===== src/rtl/exe_mem_stage.sv =====
// exe_mem_stage: EXE->MEM pipeline register with a 2-entry skid buffer, flush and a saturating stall counter
module exe_mem_stage #(
  parameter int DATA_W      = 32,
  parameter int RN_W        = 5,
  parameter int STALL_CNT_W = 16
) (
  input  logic                   clk,
  input  logic                   clr,
  input  logic                   flush,
  input  logic                   in_valid,
  output logic                   in_ready,
  input  logic [DATA_W-1:0]      in_result,
  input  logic [DATA_W-1:0]      in_rb,
  input  logic                   in_wmem,
  input  logic                   in_m2reg,
  input  logic                   in_wreg,
  input  logic [RN_W-1:0]        in_rn,
  output logic                   out_valid,
  input  logic                   out_ready,
  output logic [DATA_W-1:0]      out_result,
  output logic [DATA_W-1:0]      out_rb,
  output logic                   out_wmem,
  output logic                   out_m2reg,
  output logic                   out_wreg,
  output logic [RN_W-1:0]        out_rn,
  output logic [STALL_CNT_W-1:0] stall_cnt
);
  localparam int PW = 2 * DATA_W + 3 + RN_W;
  logic          m_v, s_v, in_fire;
  logic [PW-1:0] m_p, s_p, in_p;
  assign in_p      = {in_result, in_rb, in_wmem, in_m2reg, in_wreg, in_rn};
  assign {out_result, out_rb, out_wmem, out_m2reg, out_wreg, out_rn} = m_p;
  assign out_valid = m_v;
  assign in_ready  = !s_v;
  assign in_fire   = in_valid && !s_v;
  // Empty entries always carry a zero payload so a bubble never writes memory or registers.
  always_ff @(posedge clk) begin
    if (clr) begin
      m_v       <= 1'b0;
      s_v       <= 1'b0;
      m_p       <= '0;
      s_p       <= '0;
      stall_cnt <= '0;
    end else if (flush) begin
      m_v <= 1'b0;
      s_v <= 1'b0;
      m_p <= '0;
      s_p <= '0;
    end else begin
      if (m_v && !out_ready && stall_cnt != '1) stall_cnt <= stall_cnt + 1'b1;
      // Main entry frees up: refill from skid first, else from input, else bubble.
      if (!m_v || out_ready) begin
        m_v <= s_v || in_fire;
        m_p <= s_v ? s_p : in_fire ? in_p : '0;
        s_v <= 1'b0;
        s_p <= '0;
      end else if (in_fire) begin
        s_v <= 1'b1;
        s_p <= in_p;
      end
    end
  end
endmodule


===== config.mk =====
export PLATFORM = sky130hd
export DESIGN_NAME = exe_mem_stage
export DESIGN_NICKNAME = d
export VERILOG_FILES = /design/src/rtl/exe_mem_stage.sv
export SDC_FILE = /design/constraint.sdc
export NUM_CORES = 1
export LEC_CHECK = 0
export BUFFER_PORTS_ARGS = -buffer_cell sky130_fd_sc_hd__buf_2
export CAP_MARGIN = 30
export CORE_MARGIN = 1
export CORE_UTILIZATION = 55
export CTS_CLUSTER_DIAMETER = 100
export DETAILED_ROUTE_END_ITERATION = 8
export PLACE_DENSITY_LB_ADDON = 0.3
export SKIP_CTS_REPAIR_TIMING = 1
export SLEW_MARGIN = 0
export SYNTH_ARGS = -nofsm -noshare
export SYNTH_HDL_FRONTEND = slang
export SYNTH_SLANG_ARGS = --single-unit

===== constraint.sdc =====
create_clock -name clk -period 4.5 [get_ports clk]
set_input_delay 0.225 -clock clk [delete_from_list [all_inputs] [get_ports clk]]
set_output_delay 0.225 -clock clk [all_outputs]
set_load 0.01 [all_outputs]

==> results.yml <==
outcome:
  status: "finished, violations left"
  violations: "hold timing"
clock_tree:
  clk_latency_ps: 520
  cts_buffer_depth: 2
  htreeDepth: 4
  tritoncts: "yes"
  clockRootBuffer: "clkbuf_8"
  clk_pin_slew_ps: 60
  cts_buffers: 17
  cts.sinks: 162
floorplanning:
  die_y_um: 107.4
  rows: 38
  start_util_pct: 56.34
  dieWidth_um: 107.4
  pin_count: 167
  coreArea_um2: 10840
  dieArea_um2: 11530
route:
  viasPerCell: 5.530
  ant_nets: 0
  vias: 5939
  post_drt_wl_per_cell_um: 14.50
  drc_errors: 0
  routed_wl_um: 15570
  drt_iter0_drc: 490
  firstDrtPassIters: 5
global_routing:
  grt_max_degree: 84
  grt_overflow: 0
  grt_pass1_vias: 5223
  grt_pass1_wl_um: 24250
  grt_usage_pct: 26.38
  grt_antenna_before_repair: 0
worst_setup_path:
  start_kind: "register"
  critPathKind: "register to register"
  cp.arrival_ps: 2710
  critPathRequiredTime_ps: 4940
  cp_max_fo: 74
  endpoint_kind: "register"
timing:
  skew_ps: 6.097
  tns_ps: 0
  rsz0062_at_grt: "no"
  worstMarginPinSlew_ps: 809.4
  finalSetupViolations: 0
  fmax_ghz: 0.4405
  period_minus_slack_ps: 2270
  relSlewSlack_pct: 46.04
  hold_viol: 12
  drv_slew: 0
  fin_crit_sh_pct: 50.44
  hold_ws_ps: -24.38
layout:
  final_layout_size_suffix_gt1_share_pct: 23.34
  fillerInstances: 801
  diodes: 0
  layout.cells.non_filler: 1074
  nets: 999
  finalInstanceArea_um2: 7976
  area_growth_syn_to_layout_pct: 30.61
synthesis:
  avgSynthCellArea_um2: 8.242
  ys_seq_area_share_pct: 53.10
  syn_inst: 741
  ys_ff_latch: 162
  ys_types: 34
  synth_flop_cell: "dfxtp_1"
  yosysWarnings: 0
  syn_area_um2: 6107
  synth_enable_flop_cells: 0
  synth_async_sr_flop_share_pct: 0
  syn_nets: 819
placement:
  io_buffers: 166
  place_hpwl_um: 9408
  gp_congestion: 0.8052
  dpl.cell_count: 995
  dpl_cell_area_um2: 6978
flow_run:
  max_cap_violations: 0
pwr:
  leakage_nw: 3.303
  ir_worst_vdd_uv: 202.6
  power_mw: 2.970
  powerDensity_nw_per_um2: 372.4
hold_path:
  hold_path.class: "input pin to register"
-- report_power, final --
group | leakage (nW) | switching, mW | total, mW | internal (mW)
combinational | 1.73 | 0.118 | 0.212 | 0.0935
clock | 0.261 | 0.543 | 1.28 | 0.741
sequential | 1.31 | 0.0148 | 1.47 | 1.46
-- stage by stage --
stage | worst slack [ps] | util [%]
floorplan | 2488 | -
CTS | 2254 | 69.24
global placement | 2047 | 64.12
global route | 2030 | 73.58
finish | 2230 | 73.58
detailed placement | 2015 | 64.37
-- cells by family (layout without fill, tap and decap cells) --
family,Yosys count,count (layout),share of synthesized area (%)
fa+ha+maj,1,1,0.2048
flops,162,162,53.10
buf+inv,66,259,4.077
compound gates,174,174,19.38
simple gates,336,336,22.86
mux,2,2,0.3688
-- area by class of cell --
type	count	area, um2	share of cell area, %
Clock buffer	21	439.2	5.506
Inverter	6	22.52	0.2824
Multi-Input combinational cell	513	2633	33.00
Timing Repair Buffer	221	1374	17.22
Clock inverter	11	88.84	1.114
Tap cell	140	175.2	2.196
Sequential cell	162	3244	40.67
-- path summary, 6_finish.rpt --
kind / startpoint / endpoint / slack [ps] / cells past startpoint
setup / recovery: s_v / s_p[6] / 2230 / 6
hold / removal: in_rb[7] / s_p[15] / -20 / 3
setup reg to reg: s_v / s_p[6] / 2230 / 6
hold reg to reg: s_p[50] / s_p[50] / 450 / 2
-- synth_stat cells, types with 3 or more instances --
library cell | number | area share, %
or2_2 | 3 | 0.31
or4_1 | 7 | 0.86
nand3_1 | 6 | 0.49
a311oi_1 | 72 | 10
a211oi_1 | 3 | 0.37
o21ai_0 | 3 | 0.25
nand4_1 | 3 | 0.31
a21oi_1 | 83 | 6.8
o41ai_1 | 3 | 0.43
nor2b_1 | 3 | 0.31
nand2_1 | 219 | 13
nor2_1 | 79 | 4.9
buf_1 | 3 | 0.18
clkbuf_1 | 56 | 3.4
dfxtp_1 | 162 | 53
inv_1 | 6 | 0.37
o31ai_1 | 7 | 0.86
-- cell usage in the layout (no fill, tap or decap), types with 2 or more instances in the layout --
cell type,netlist,routed
clkbuf_16,0,16
a21oi_1,83,83
inv_1,6,6
clkbuf_1,56,3
nand4_1,3,3
a311oi_1,72,72
nor4_1,2,2
dfxtp_1,162,161
a31oi_1,2,2
nor2_1,79,79
clkinv_2,0,7
buf_2,1,166
clkbuf_8,0,2
nor4_2,2,2
clkinvlp_4,0,2
nand3_1,6,6
o21ai_0,3,3
or4_1,7,7
or2_2,3,3
mux2_2,2,2
or4b_2,2,2
o41ai_1,3,3
o31ai_1,7,7
nand2_1,219,218
dlygate4sd3_1,0,47
nor2b_1,3,2
buf_4,0,7
a211oi_1,3,3
-- state kept, by name, summed over array words and instances, names as in the netlist --
signal / flops
stall_cnt: 16
s_v: 1
m_p: 72
out_valid: 1
s_p: 72
-- metal layers --
layer / wire length (um) / vias to the layer above / GRT usage (%) / share of wire, %
met2: 7676 / 211 / 43.69 / 49
met1: 6622 / 2757 / 34.04 / 43
met5: 0 / - / 0 / 0
li1: - / 2940 / - / -
met4: 306 / 0 / 9.980 / 2.0
met3: 965 / 31 / 5.085 / 6.2
-- critical path, stage by stage, from the launching register on --
cell,delay (ps)
dfxtp_2,350
buf_4,630
inv_1,150
nand2_2,90
buf_4,610
nand2_1,150
a21oi_1,180
Note: power is estimated with default switching activity, not from simulation.
